===== src/rtl/dsi_pkg.sv =====
// Shared constants, header record and ECC/CRC helpers for the DSI packet sequencer.
package dsi_pkg;

    localparam logic [7:0]  LEADER_DEF = 8'hB8;
    localparam logic [15:0] CRC_POLY   = 16'h8408;
    localparam logic [15:0] CRC_SEED   = 16'hFFFF;

    localparam logic [2:0] ST_IDLE = 3'd0;
    localparam logic [2:0] ST_LEAD = 3'd1;
    localparam logic [2:0] ST_HDR  = 3'd2;
    localparam logic [2:0] ST_PAY  = 3'd3;
    localparam logic [2:0] ST_CRC  = 3'd4;
    localparam logic [2:0] ST_GAP  = 3'd5;

    typedef struct packed {
        logic [7:0]  di;
        logic [15:0] wc;
        logic        lng;
        logic [7:0]  ecc;
    } dsi_hdr_t;

    // DSI modified Hamming code; d = {wc[15:8], wc[7:0], di}
    function automatic logic [7:0] dsi_ecc(input logic [23:0] d);
        logic [7:0] e;
        e[0] = d[0]^d[1]^d[2]^d[4]^d[5]^d[7]^d[10]^d[11]^d[13]^d[16]^d[20]^d[21]^d[22]^d[23];
        e[1] = d[0]^d[1]^d[3]^d[4]^d[6]^d[8]^d[10]^d[12]^d[14]^d[17]^d[20]^d[21]^d[22]^d[23];
        e[2] = d[0]^d[2]^d[3]^d[5]^d[6]^d[9]^d[11]^d[12]^d[15]^d[18]^d[20]^d[21]^d[22];
        e[3] = d[1]^d[2]^d[3]^d[7]^d[8]^d[9]^d[13]^d[14]^d[15]^d[19]^d[20]^d[21]^d[23];
        e[4] = d[4]^d[5]^d[6]^d[7]^d[8]^d[9]^d[16]^d[17]^d[18]^d[19]^d[20]^d[22]^d[23];
        e[5] = d[10]^d[11]^d[12]^d[13]^d[14]^d[15]^d[16]^d[17]^d[18]^d[19]^d[21]^d[22]^d[23];
        e[7:6] = 2'b00;
        return e;
    endfunction

    // Reflected CRC-16 (0x8408), one byte, LSB first
    function automatic logic [15:0] crc16_byte(input logic [15:0] crc, input logic [7:0] b);
        logic [15:0] c;
        logic        fb;
        c = crc;
        for (int i = 0; i < 8; i++) begin
            fb = c[0] ^ b[i];
            c  = {1'b0, c[15:1]};
            c  = fb ? (c ^ CRC_POLY) : c;
        end
        return c;
    endfunction

endpackage


===== src/rtl/dsi_crc16.sv =====
// Byte-wide CRC-16 accumulator: init reloads the seed, en folds in one byte.
module dsi_crc16
    import dsi_pkg::*;
(
    input  logic        clk,
    input  logic        rst,
    input  logic        init,
    input  logic        en,
    input  logic [7:0]  data,
    output logic [15:0] crc
);

    // CRC register: seed on reset/init, update on enable
    always_ff @(posedge clk) begin
        if (rst) begin
            crc <= CRC_SEED;
        end else if (init) begin
            crc <= CRC_SEED;
        end else if (en) begin
            crc <= crc16_byte(crc, data);
        end else begin
            crc <= crc;
        end
    end

endmodule


===== src/rtl/dsi_pkt_seq.sv =====
// DSI packet sequencer: frames one packet per HS burst (leader, header, ECC,
// payload, CRC) over the transmitter byte handshake, then holds an LP gap.
module dsi_pkt_seq
    import dsi_pkg::*;
#(
    parameter int         GAP_CYCLES = 64,
    parameter logic [7:0] LEADER     = LEADER_DEF
) (
    input  logic        clk,
    input  logic        rst,
    input  logic        pkt_valid,
    output logic        pkt_ready,
    input  logic [7:0]  pkt_di,
    input  logic [15:0] pkt_wc,
    input  logic        pkt_long,
    input  logic [7:0]  pl_data,
    input  logic        pl_valid,
    output logic        pl_ready,
    output logic [7:0]  d_in,
    output logic        d_req,
    output logic        b_req,
    input  logic        d_ack,
    output logic        busy,
    output logic        underrun,
    input  logic        err_clr
);

    localparam logic [15:0] GAP_LAST = 16'(GAP_CYCLES - 1);

    logic [2:0]  state_r;
    dsi_hdr_t    hdr_r;
    logic [1:0]  idx_r;
    logic [15:0] cnt_r;
    logic [15:0] gap_r;
    logic [7:0]  d_in_r;
    logic        d_req_r;
    logic        b_req_r;
    logic        busy_r;
    logic        pkt_ready_r;
    logic        pl_ready_r;
    logic        underrun_r;

    logic        accept_s;
    logic        fetch_s;
    logic [7:0]  fetch_byte_s;
    logic [15:0] crc_s;

    assign accept_s     = (state_r == ST_IDLE) && pkt_valid && pkt_ready_r;
    assign fetch_s      = (state_r == ST_PAY) && pl_ready_r;
    assign fetch_byte_s = pl_valid ? pl_data : 8'h00;

    dsi_crc16 u_crc (
        .clk  (clk),
        .rst  (rst),
        .init (accept_s),
        .en   (fetch_s),
        .data (fetch_byte_s),
        .crc  (crc_s)
    );

    // Sequencer FSM; d_in always holds the byte for the next transmitter boundary
    always_ff @(posedge clk) begin
        if (rst) begin
            state_r     <= ST_IDLE;
            hdr_r       <= '0;
            idx_r       <= 2'd0;
            cnt_r       <= 16'd0;
            gap_r       <= 16'd0;
            d_in_r      <= 8'h00;
            d_req_r     <= 1'b0;
            b_req_r     <= 1'b0;
            busy_r      <= 1'b0;
            pkt_ready_r <= 1'b1;
            pl_ready_r  <= 1'b0;
        end else begin
            case (state_r)
                ST_IDLE: begin
                    if (accept_s) begin
                        hdr_r.di    <= pkt_di;
                        hdr_r.wc    <= pkt_wc;
                        hdr_r.lng   <= pkt_long;
                        hdr_r.ecc   <= dsi_ecc({pkt_wc, pkt_di});
                        b_req_r     <= 1'b1;
                        d_req_r     <= 1'b1;
                        d_in_r      <= LEADER;
                        busy_r      <= 1'b1;
                        pkt_ready_r <= 1'b0;
                        state_r     <= ST_LEAD;
                    end
                end
                ST_LEAD: begin
                    if (d_ack) begin
                        d_in_r  <= hdr_r.di;
                        idx_r   <= 2'd0;
                        state_r <= ST_HDR;
                    end
                end
                ST_HDR: begin
                    if (d_ack) begin
                        case (idx_r)
                            2'd0: begin
                                d_in_r <= hdr_r.wc[7:0];
                                idx_r  <= 2'd1;
                            end
                            2'd1: begin
                                d_in_r <= hdr_r.wc[15:8];
                                idx_r  <= 2'd2;
                            end
                            2'd2: begin
                                d_in_r <= hdr_r.ecc;
                                idx_r  <= 2'd3;
                            end
                            default: begin
                                if (hdr_r.lng && (hdr_r.wc != 16'd0)) begin
                                    cnt_r      <= hdr_r.wc;
                                    pl_ready_r <= 1'b1;
                                    state_r    <= ST_PAY;
                                end else if (hdr_r.lng) begin
                                    d_in_r  <= crc_s[7:0];
                                    idx_r   <= 2'd0;
                                    state_r <= ST_CRC;
                                end else begin
                                    d_in_r  <= 8'h00;
                                    d_req_r <= 1'b0;
                                    b_req_r <= 1'b0;
                                    gap_r   <= 16'd0;
                                    state_r <= ST_GAP;
                                end
                            end
                        endcase
                    end
                end
                ST_PAY: begin
                    // A fetched byte is already counted, so cnt_r==0 on an ack means the last one went out
                    if (pl_ready_r) begin
                        d_in_r     <= fetch_byte_s;
                        cnt_r      <= cnt_r - 16'd1;
                        pl_ready_r <= 1'b0;
                    end else if (d_ack) begin
                        if (cnt_r == 16'd0) begin
                            d_in_r  <= crc_s[7:0];
                            idx_r   <= 2'd0;
                            state_r <= ST_CRC;
                        end else begin
                            pl_ready_r <= 1'b1;
                        end
                    end
                end
                ST_CRC: begin
                    if (d_ack) begin
                        if (idx_r == 2'd0) begin
                            d_in_r <= crc_s[15:8];
                            idx_r  <= 2'd1;
                        end else begin
                            d_in_r  <= 8'h00;
                            d_req_r <= 1'b0;
                            b_req_r <= 1'b0;
                            gap_r   <= 16'd0;
                            state_r <= ST_GAP;
                        end
                    end
                end
                ST_GAP: begin
                    if (gap_r == GAP_LAST) begin
                        busy_r      <= 1'b0;
                        pkt_ready_r <= 1'b1;
                        state_r     <= ST_IDLE;
                    end else begin
                        gap_r <= gap_r + 16'd1;
                    end
                end
                default: begin
                    state_r     <= ST_IDLE;
                    d_req_r     <= 1'b0;
                    b_req_r     <= 1'b0;
                    busy_r      <= 1'b0;
                    pkt_ready_r <= 1'b1;
                    pl_ready_r  <= 1'b0;
                end
            endcase
        end
    end

    // Sticky underrun flag; a new underrun beats a simultaneous clear
    always_ff @(posedge clk) begin
        if (rst) begin
            underrun_r <= 1'b0;
        end else if (fetch_s && !pl_valid) begin
            underrun_r <= 1'b1;
        end else if (err_clr) begin
            underrun_r <= 1'b0;
        end else begin
            underrun_r <= underrun_r;
        end
    end

    assign pkt_ready = pkt_ready_r;
    assign pl_ready  = pl_ready_r;
    assign d_in      = d_in_r;
    assign d_req     = d_req_r;
    assign b_req     = b_req_r;
    assign busy      = busy_r;
    assign underrun  = underrun_r;

endmodule


===== config.mk =====
export PLATFORM = sky130hd
export DESIGN_NAME = dsi_pkt_seq
export DESIGN_NICKNAME = d
export VERILOG_FILES = /design/src/rtl/dsi_pkg.sv /design/src/rtl/dsi_crc16.sv /design/src/rtl/dsi_pkt_seq.sv
export SDC_FILE = /design/constraint.sdc
export NUM_CORES = 1
export LEC_CHECK = 0
export CAP_MARGIN = 20
export CORE_MARGIN = 2
export CORE_UTILIZATION = 35
export DETAILED_ROUTE_END_ITERATION = 10
export GPL_ROUTABILITY_DRIVEN = 0
export PLACE_DENSITY = 0.66
export SETUP_SLACK_MARGIN = 0.1
export SYNTH_ARGS = -nofsm -noshare
export SYNTH_HDL_FRONTEND = slang
export SYNTH_HIERARCHICAL = 1
export SYNTH_SLANG_ARGS = --single-unit

===== constraint.sdc =====
create_clock -name clk -period 2.4 [get_ports clk]
set_input_delay 0.48 -clock clk [delete_from_list [all_inputs] [get_ports clk]]
set_output_delay 0.48 -clock clk [all_outputs]
set_load 0.01 [all_outputs]

==> results.txt, run 1 <==
The flow ran to the end, and the final reports show no timing, DRC or antenna violations. The Yosys step of the flow raised 6 warnings. For the instance count after placement with tap cells included, the log shows 1022. For the number of placed I/O pins, the log shows 53.

Synthesis produced a netlist with a net count of 764. Post-layout minimum cycle time: 2.335 ns. Setup repair after global routing could not meet its margin everywhere. For the pin with the worst max-slew slack, the measured transition is 0.5948 ns. The cell sitting at the root of the clock tree is a sky130_fd_sc_hd__clkbuf_16. The via count of the first global-routing pass came out at 5070.

After detailed routing, the number of vias per cell comes to 5.257. The initial utilization of the core area, before any placement, comes to 35.41%. The synthesized design contains 0 enable-type register cells. Counting along the longest clock path gives a buffer depth of 2.

The worst setup path is launched from a flip-flop. Walking the worst path, the cells encountered are inv_2 -> ha_1 -> or4b_4 -> nor4_4 -> a21oi_2 -> or3_4 -> or3_4 -> a21oi_2. Dividing the synthesized area by the synthesized cell count gives 8.091 um2. Cells fill 45.31% of the core in the end.

The maximum vdd drop is 0.0004460 V. The tree built by TritonCTS fans out to 97 sinks. The global-route congestion overflow total was 0.

Post-route non-filler standard cell count: 1044. Entering global routing, the biggest net connects 41 pins. Leakage power of the design: 2.768 nW. TritonCTS built the clock tree.

The startpoint identified for the worst register-to-register timing path is cnt_r[0]. The kind of end point of the critical path is a flip-flop. Of the available clock period, the critical path in the final layout requires 97.28%. The run gives 6 as the number of search-and-repair iterations in the first detailed-routing pass. The logs give 2.63 ns for the worst path arrival time and 18.75% for the global-route usage over all layers. From synthesis to final layout, the design area changed by 27.96%.

Data on the critical path is required at its endpoint by 2.70 ns. The first element of the critical path is cnt_r[0]. Buffers inserted to repair hold after CTS numbered 0.

For the area of the die, the log shows 17650 um2. Number of port buffers: 52. After synthesis, the netlist uses 67 different library cells. Final setup violation count: 0. The critical path start-end classification was flip-flop to flip-flop. Headroom to the max-slew limit came out at 60.20%. The first-iteration detailed-routing DRC count is 420, and the fraction of synthesis flops using an asynchronous set or reset pin is 0%. In this run the remaining antenna-violating nets after routing total 0. The worst min-delay path startpoint is hdr_r[28]. The fraction of final layout cells sized beyond drive strength 1 works out to 16.75%. The remaining design rule violation count is 0. The tool flagged a number of max-cap violations equal to 0. The total vias in the final route is 5488. In this run the worst path has a maximum fanout of 3. Clock tree synthesis inserted a total of 9 buffers. The synthesized design contains 97 register bits. The largest individual stage delay along the critical path comes from the cell sky130_fd_sc_hd__or4b_4. The leading cell type in the layout, fill and taps excluded was sky130_fd_sc_hd__nand2_1. For this run, the post-layout net count is 865. The clock latency on the worst-skew pair is 0.36 ns.

The maximum cell stage delay along the critical path works out to 0.46 ns. The tightest min-delay check is of the flip-flop to flip-flop type. The maximum operating frequency was 428.3 MHz; the initial antenna violation count was 0. The logs give 12310 um for the detailed placement HPWL and 0.01168 ns for the maximum clock skew at final layout.

For this run, the leading register cell type out of synthesis is sky130_fd_sc_hd__dfxtp_1. The placeable core region is 16410 um2. The floorplan step set the die height to 132.8 um. The post-synthesis instance area is 5809 um2. Diode insertion count for antenna repair: 0.

In the synthesized netlist, the number of instances is 718. The first global-routing pass estimated 26230 um of wire. The power per cell area is 770.6 nW/um2, and the die width is 132.8 um. The total detailed-routing wirelength came out at 16480 um. The tools report the number of H-tree branching levels as 3. The final hold violation count is 0, and the CTS clock-pin slew for the worst setup and hold paths is 0.07 ns.

After floorplanning, the core was divided into 47 placement rows. The portion of the post-synthesis area used by sequential elements was 33.43%; the count of final max-slew check failures was 0. In the layout the commonest cells are 107 x sky130_fd_sc_hd__nand2_1, 93 x sky130_fd_sc_hd__dfxtp_1, 76 x sky130_fd_sc_hd__buf_4, 73 x sky130_fd_sc_hd__a21oi_1, 60 x sky130_fd_sc_hd__xnor2_1. The mean routed wirelength per cell works out to 15.78 um.
-- final cells by class --
cell class	count	area, um2
fillers	1602	8974
clock inverters	6	55.05
clock buffers	10	239.0
well taps	220	275.3
multi-input cells	558	3711
inverters	23	88.84
flip-flops and latches	97	1947
repair buffers	130	1117
-- worst max-delay path: cells and delay by family, from the launching register on --
family,cells,cell delay (ns)
compound gates,2,0.23
fa+ha+maj,1,0.12
simple gates,4,1.54
flops,1,0.33
buf+inv,1,0.05
-- per-stage QoR --
stage	power (mW)	instance area (um2)	TNS (ns)	worst slack (ns)	hold slack [ns]
6_report	5.729	7433	0	0.06523	0.4597
2_1_floorplan	3.326	5809	0	0.1442	0.4314
3_3_place_gp	4.207	6999	-2.524	-0.2117	0.4452
3_5_place_dp	4.225	6999	-3.097	-0.2666	0.4528
5_1_grt	6.053	7433	0	0.02154	0.4896
4_1_cts	5.701	7336	0	0.09195	0.4639
-- cells in the mapped netlist (all sizes together) (9+ instances only) --
cell / n / area share, %
a211oi: 12 / 1.6
a21oi: 75 / 6.6
a22oi: 11 / 1.4
and2: 11 / 1.2
clkbuf: 35 / 2.3
dfxtp: 97 / 33
inv: 21 / 1.4
nand2: 108 / 7.0
nand3: 15 / 1.3
nor2: 57 / 3.7
nor2b: 11 / 1.2
nor3: 24 / 2.1
o211ai: 10 / 1.4
o21ai: 38 / 3.3
or3: 9 / 1.1
xnor2: 61 / 9.3
xnor3: 12 / 4.7
xor2: 10 / 1.6
-- logic make-up (layout without fill, tap and decap cells) --
group	Yosys count	in the layout	synth area share [%]
AOI/OAI and AO/OA	194	194	21.78
xor gates and xnor gates	84	84	16.02
adders and majority gates	7	7	1.508
buffers and inverters	63	169	4.221
DFF	97	97	33.43
muxes	3	3	0.5169
and+or+nand+nor	270	270	22.53
-- layer usage --
metal  up-vias  share of wire, %  track usage [%]
met1      2568                45            24.02
met2       139                47            30.11
li1       2749                 -                -
met5         -                 0                0
met4         0               2.8            7.945
met3        32               5.6            4.598
-- flip-flops by register name, summed over array words and instances (netlist names) --
| name | count |
|---|---|
| gap_r | 16 |
| busy | 1 |
| d_in | 8 |
| b_req | 1 |
| state_r | 3 |
| pkt_ready | 1 |
| u_crc/crc | 16 |
| pl_ready | 1 |
| underrun | 1 |
| idx_r | 2 |
| hdr_r | 31 |
| cnt_r | 16 |
-- power breakdown --
| group | switching, mW | internal, mW | leakage [nW] |
|---|---|---|---|
| logic | 1.18 | 1.10 | 1.83 |
| registers | 0.176 | 1.81 | 0.791 |
| clock network | 0.705 | 0.757 | 0.146 |
-- path summary, 6_finish.rpt --
kind / slack (ns) / cells past startpoint / end
setup reg to reg: 0.07 / 8 / idx_r[0]
hold reg to reg: 0.46 / 2 / hdr_r[28]
setup / recovery: 0.07 / 8 / idx_r[0]
hold / removal: 0.46 / 2 / hdr_r[28]
-- what timing repair did --
action	4_1_cts	5_1_grt
hold endpoints to repair	0	0
setup endpoints to repair	8	32
pin swaps	6	0
buffers inserted	4	2
gates resized for setup	7	23
No activity file was read; power rests on OpenSTA's default activity.
==> inputs of run 2 (changes only) <==
CTS_BUF_LIST = sky130_fd_sc_hd__clkbuf_16   (was not set)
==> results.txt, run 2 (synthesis gave the netlist of run 1 again) <==
The global-route usage over all layers is 18.67% (-0.073 points). The total of fill cells in the finished design came out at 1604 (+0.12%). The depth of the worst hold-timing path was 2 (unchanged); the end-of-flow core utilization was 45.25% (-0.061 points). The worst-margin pin slew was 0.5862 ns (-0.008579 ns); the number of sinks on the clock net was 97 (unchanged).

The detailed placement HPWL was 12310 um (unchanged); the starting utilization of the core area was 35.41% (unchanged). The total detailed-routing wirelength was 16360 um (-0.69%); the routed via count divided by cell count was 5.237 (-0.38%). The overall die height works out to 132.8 um (unchanged). hdr_r holds more flip-flops than any other register. Clock latency on the worst-skew pair: 0.36 ns (about the same). The slack of the worst reg-to-reg path was 0.06 ns (about the same); the switching power was 2.056 mW (-0.10%). Number of port buffers: 52 (unchanged). The total vias in the final route came out at 5467 (-0.38%).

Count of maximum capacitance violations: 0 (unchanged). Worst slew slack as a fraction of its limit: 60.77% (+0.57 points). The critical path startpoint category is a flip-flop. Power per cell area: 767.1 nW/um2 (-0.46%). The number of placed I/O pins came out at 53 (unchanged). For the count of final max-slew check failures, the log shows 0 (unchanged). The combinational group share of total power is 39.9% (about the same), and the largest net degree at the start of global routing is 41 (unchanged). Worst path arrival time: 2.64 ns (about the same). In the layout the commonest cells are 107 x sky130_fd_sc_hd__nand2_1, 93 x sky130_fd_sc_hd__dfxtp_1, 76 x sky130_fd_sc_hd__buf_4, 73 x sky130_fd_sc_hd__a21oi_1, 60 x sky130_fd_sc_hd__xnor2_1. For the global-route congestion overflow total, the log shows 0 (unchanged). TritonCTS built the clock tree. The first-iteration detailed-routing DRC count is 476 (+13%). For the initial antenna violation count, the log shows 0 (unchanged). The clock root buffer is sky130_fd_sc_hd__clkbuf_16.

The die width works out to 132.8 um (unchanged). Post-layout minimum cycle time: 2.341 ns (+0.005774 ns). Area of the die: 17650 um2 (unchanged). The worst hold path terminates at hdr_r[28]. The switching share of total power was 36.11% (+0.18 points); the maximum operating frequency was 427.3 MHz (-0.25%).

Setup repair after global routing could not meet its margin everywhere. The maximum clock skew at final layout was 0.008859 ns (-0.002826 ns). The number of clock buffers inserted by TritonCTS is 9 (unchanged), and the total number of nets in the final design is 865 (unchanged). The worst setup path is of the flip-flop to flip-flop kind. In this run the critical register-to-register path is launched from cnt_r[0].

The tools report the required time at the worst-slack endpoint as 2.70 ns (about the same). The logs give 0 (unchanged) for the diode insertion count for antenna repair and 0 (unchanged) for the final setup violation count. Leakage power of the design: 2.763 nW (-0.20%).

The worst min-delay path startpoint was hdr_r[28]. Number of flip-flops under the largest register name: 31 (unchanged). The CTS clock-pin slew for the worst setup and hold paths was 0.07 ns (about the same); the first-pass GRT wire length was 26140 um (-0.34%).

The worst min-delay path class is flip-flop to flip-flop. The via count of the first global-routing pass came out at 5067 (-0.059%). For the sequential power share, the log shows 34.9% (+0.2 points). The number of buffers added to fix hold violations after cts was 0 (unchanged). The fraction of final layout cells sized beyond drive strength 1 is 16.63% (-0.12 points). The worst setup path is captured at a flip-flop. The run gives 0 (unchanged) as the remaining design rule violation count. The run gives 3711 um2 (unchanged) as the multi-input gate area in the final layout.

The post-route antenna net violation count came out at 0 (unchanged). The site row count was 47 (unchanged). The placeable core region is 16410 um2 (unchanged). Path depth of the worst reg2reg path: 8 (unchanged). The maximum net fanout on the critical path was 3 (unchanged).

The flow ran to the end, and the final reports show no timing, DRC or antenna violations. The maximum vdd drop was 0.0004466 V (+0.13%); the proportion of power drawn by the clock network was 25.2% (-0.3 points). The clock tree buffer depth was 2 (unchanged); the final total power was 5.694 mW (-0.60%). The number of search-and-repair iterations in the first detailed-routing pass was 5 (-1); the mean routed wirelength per cell was 15.67 um (-0.69%).

The final clock period utilization by the worst path is 97.52% (+0.24 points), and the footprint of the flip-flops and latches is 1947 um2 (unchanged). The number of H-tree branching levels is 3 (unchanged). Final hold violation count: 0 (unchanged).

The library cell used most frequently in the layout, excluding fill and tap cells, is sky130_fd_sc_hd__nand2_1. The internal cell power is 3.638 mW (-0.87%). The endpoint identified for the worst register-to-register timing path is idx_r[0].

Relative to the synthesized area, the layout overhead comes to 27.78%.
-- run 2: cell count changes in the layout (fill, tap and decap cells not counted), sizes merged --
| cell | delta |
|---|---|
| clkbuf | -1 |
| clkinv | +1 |
-- run 2: layout make-up --
class / instances / share of cell area [%]
timing repair buffer: 130 / 15.05
inverter: 23 / 1.197
clock buffer: 9 / 3.034
sequential: 97 / 26.23
multi-input combinational: 558 / 49.99
tap: 220 / 3.708
clock inverter: 7 / 0.7922
-- run 2: worst max-delay path, stage by stage, from the launching register on --
cell	delay, ns
sky130_fd_sc_hd__dfxtp_2	0.33
sky130_fd_sc_hd__inv_2	0.05
sky130_fd_sc_hd__ha_1	0.12
sky130_fd_sc_hd__or4b_4	0.46
sky130_fd_sc_hd__nor4_4	0.32
sky130_fd_sc_hd__a21oi_2	0.12
sky130_fd_sc_hd__or3_4	0.42
sky130_fd_sc_hd__or3_4	0.34
sky130_fd_sc_hd__a21oi_2	0.11
-- run 2: routing by layer --
| metal | wire [um] | share of wire, % | global-route usage, % |
|---|---|---|---|
| met5 | 0 | 0 | 0 |
| met4 | 446 | 2.7 | 7.826 |
| met3 | 862 | 5.3 | 4.598 |
| met2 | 7698 | 47 | 30.14 |
| met1 | 7354 | 45 | 23.83 |
-- run 2: power groups by stage --
stage / Sequential, mW / Clock (mW) / Combinational [mW]
floorplan: 2.00 / 0 / 1.33
global placement: 2.02 / 0 / 2.19
detailed placement: 2.02 / 0 / 2.20
CTS: 1.98 / 1.47 / 2.22
global route: 2.02 / 1.52 / 2.47
finish: 1.99 / 1.43 / 2.27
-- run 2: worst max-delay path by stage --
stage                   start          to  slack (ns)
finish               cnt_r[0]    idx_r[0]        0.06
floorplan            cnt_r[0]    idx_r[0]        0.14
detailed placement  pkt_valid     d_in[4]       -0.27
global placement    pkt_valid     d_in[7]       -0.21
CTS                  cnt_r[0]    idx_r[0]        0.09
global route         cnt_r[1]  state_r[2]        0.02
-- run 2: through the flow --
| step | hold slack [ns] | setup TNS [ns] | setup WS (ns) | cell area [um2] | instances |
|---|---|---|---|---|---|
| floorplan | 0.4314 | 0 | 0.1442 | 5809 | 718 |
| global placement | 0.4452 | -2.524 | -0.2117 | 6999 | 1022 |
| detailed placement | 0.4528 | -3.097 | -0.2666 | 6999 | 1022 |
| CTS | 0.4632 | 0 | 0.09013 | 7326 | 1042 |
| global route | 0.4892 | 0 | 0.02154 | 7423 | 1044 |
| finish | 0.4598 | 0 | 0.05945 | 7423 | 1044 |
-- run 2: timing repair --
action / CTS / global route
setup endpoints to repair: 8 / 32
setup buffers: 4 / 2
resized for setup: 7 / 23
pin swaps: 6 / 0
==> patch (settings of run 2) <==
Reset style: asynchronous (`rst`), changed in 3 clocked blocks.
--- a/src/rtl/dsi_crc16.sv
+++ b/src/rtl/dsi_crc16.sv
@@ -11,7 +11,7 @@
 );
 
     // CRC register: seed on reset/init, update on enable
-    always_ff @(posedge clk) begin
+    always_ff @(posedge clk or posedge rst) begin
         if (rst) begin
             crc <= CRC_SEED;
         end else if (init) begin
--- a/src/rtl/dsi_pkt_seq.sv
+++ b/src/rtl/dsi_pkt_seq.sv
@@ -59,7 +59,7 @@
     );
 
     // Sequencer FSM; d_in always holds the byte for the next transmitter boundary
-    always_ff @(posedge clk) begin
+    always_ff @(posedge clk or posedge rst) begin
         if (rst) begin
             state_r     <= ST_IDLE;
             hdr_r       <= '0;
@@ -182,7 +182,7 @@
     end
 
     // Sticky underrun flag; a new underrun beats a simultaneous clear
-    always_ff @(posedge clk) begin
+    always_ff @(posedge clk or posedge rst) begin
         if (rst) begin
             underrun_r <= 1'b0;
         end else if (fetch_s && !pl_valid) begin
Function: differs if rst is asserted again (counterexample within 4 cycles, from zero or initial values and one cycle with rst high); with rst held inactive, the same outputs for 4 cycles.
==> patch against run 2 <==
Sequential share of layout area grew 5.7 points; cell count shrank 9.7%; routed wire length shrank 0.61%; setup slack gained 130 ps; area after synthesis grew 6.3%; sequential cell count is the same; final area grew 3.2%; via count shrank 6.1%; clock skew is essentially flat.
Power is not compared: it rests on default switching activity, and its combinational part moved more than twofold at a synthesized area within 25%.
==> patch: results (changes against run 2) <==
| Metric | Value |
|---|---|
| Compound-Gate Fraction of Synth Area | `18.7% (-3.1 points)` |
| Fraction of layout cells with a size suffix above 1 | `21.3% (+4.7 points)` |
| Critical path's slowest cell | `or4_1` |
| Worst hold start | `hdr_r[30]` |
| CP max stage delay | `600 ps (+140 ps)` |
| Drt total wl | `16300 um (-0.61%)` |
| Largest net degree at the start of global routing | `82 (+100%)` |
| R2R setup slack | `190 ps (+130 ps)` |
| Fillers | `1702 (+6.1%)` |
| Initial DRC Count | `350 (-26%)` |
| Area post-placement | `7320 sq um (+4.6%)` |
| Post-synthesis adder-cell area fraction | `1.42% (-0.090 points)` |
| Hold path endpoint | `hdr_r[30]` |
| Vias in the first global route | `4957 (-2.2%)` |
| Post-synthesis mux area share | `7.74% (+7.2 points)` |
| Nets | `759 (-12%)` |
| Overall Global Routing Usage | `18.2% (-0.48 points)` |
| Reg2reg end | `idx_r[0]` |
| Worst hold slack | `507 ps (+47.1 ps)` |
| DP Worst Slack | `-9.66 ps (+257 ps)` |
| Placed Cells | `926 (-9.4%)` |
| Critical path peak fanout | `2 (-1)` |
| Post-Route Skew | `9.19 ps (+0.330 ps)` |
| Mapped Nets | `670 (-12%)` |
| Status | `complete, no violations` |
| Avg Cell Area, Syn | `9.90 sq um (+22%)` |
| Hold path cells | `1 (-1)` |
| Synth top area cells | `dfrtp_1 32%, dfstp_2 7.2%, mux2_2 6.9%, xnor2_1 6.2%, a21oi_1 5.3%` |
| Avg Vias per Cell | `5.44 (+3.9%)` |
| Fraction of registers with async set/reset | `100% (+100 points)` |
| Reg2Reg Launch Point | `hdr_r[11]` |
| First-pass GRT wire length | `26400 um (+0.84%)` |
| Commonest cells post-synth | `80 x dfrtp_1, 65 x a21oi_1, 44 x xnor2_1, 38 x mux2_2, 37 x nand2_1` |
| Drt first pass iters | `7 (+2)` |
| HPWL after DPL | `11900 um (-3.6%)` |
| Worst path arrival time | `2460 ps (-180 ps)` |
| Worst Reg2Reg Path Length in Cells | `6 (-2)` |
| Slew headroom | `56.5% (-4.3 points)` |
==> patch: logic make-up (layout without fill, tap and decap cells) <==
kind of cell,Yosys count,after routing
buffers and inverters,47,141
multiplexers,43,43
adder cells (fa/ha/maj),7,7
AO/OA/AOI/OAI,173,173
XOR/XNOR,75,75
AND/OR/NAND/NOR,182,182
flip-flops,97,97
==> patch: power breakdown <==
group	total [W]	switching (W)	internal, W
clock network	0.00146	0.000729	0.000735
logic	0.00511	0.00246	0.00265
registers	0.00300	0.000594	0.00240
total	0.00957	0.00379	0.00579
==> patch: layer usage <==
layer	GRT usage [%]	vias to the layer above	wire length (um)
li1	-	2471	-
met4	4.64	0	208
met2	29.1	114	7800
met3	3.63	15	639
met5	0	-	0
met1	25.3	2531	7610
==> patch: what timing repair did <==
| item | in CTS | in global routing |
|---|---|---|
| setup buffers | 1 | 0 |
| setup endpoints to repair | 11 | 26 |
| gates resized for setup | 0 | 7 |
| pin swaps | 1 | 0 |
==> patch: worst max-delay path by stage <==
stage | from | endpoint | slack (ps) | cells after the start
floorplan | state_r[1] | u_crc/crc[8] | 150 | 9
global placement | d_ack | d_in[1] | 50 | 7
detailed placement | d_ack | gap_r[15] | -10 | 7
CTS | hdr_r[11] | idx_r[0] | 110 | 6
global route | hdr_r[11] | idx_r[0] | 40 | 6
finish | hdr_r[11] | idx_r[0] | 190 | 6
==> patch: layout make-up <==
class	instances	share of cell area (%)
Clock buffer	9	2.94
Clock inverter	7	0.915
Inverter	15	0.784
Multi-Input combinational cell	480	46.7
Sequential cell	97	32.0
Tap cell	225	3.68
Timing Repair Buffer	110	13.0
==> patch: worst reg2reg max path, stage by stage (launching register included) <==
cell     delay, ps
dfrtp_1        380
or4_1          600
nor4_1         320
buf_4          170
a21oi_1         70
nor3_2         210
mux2_2         360
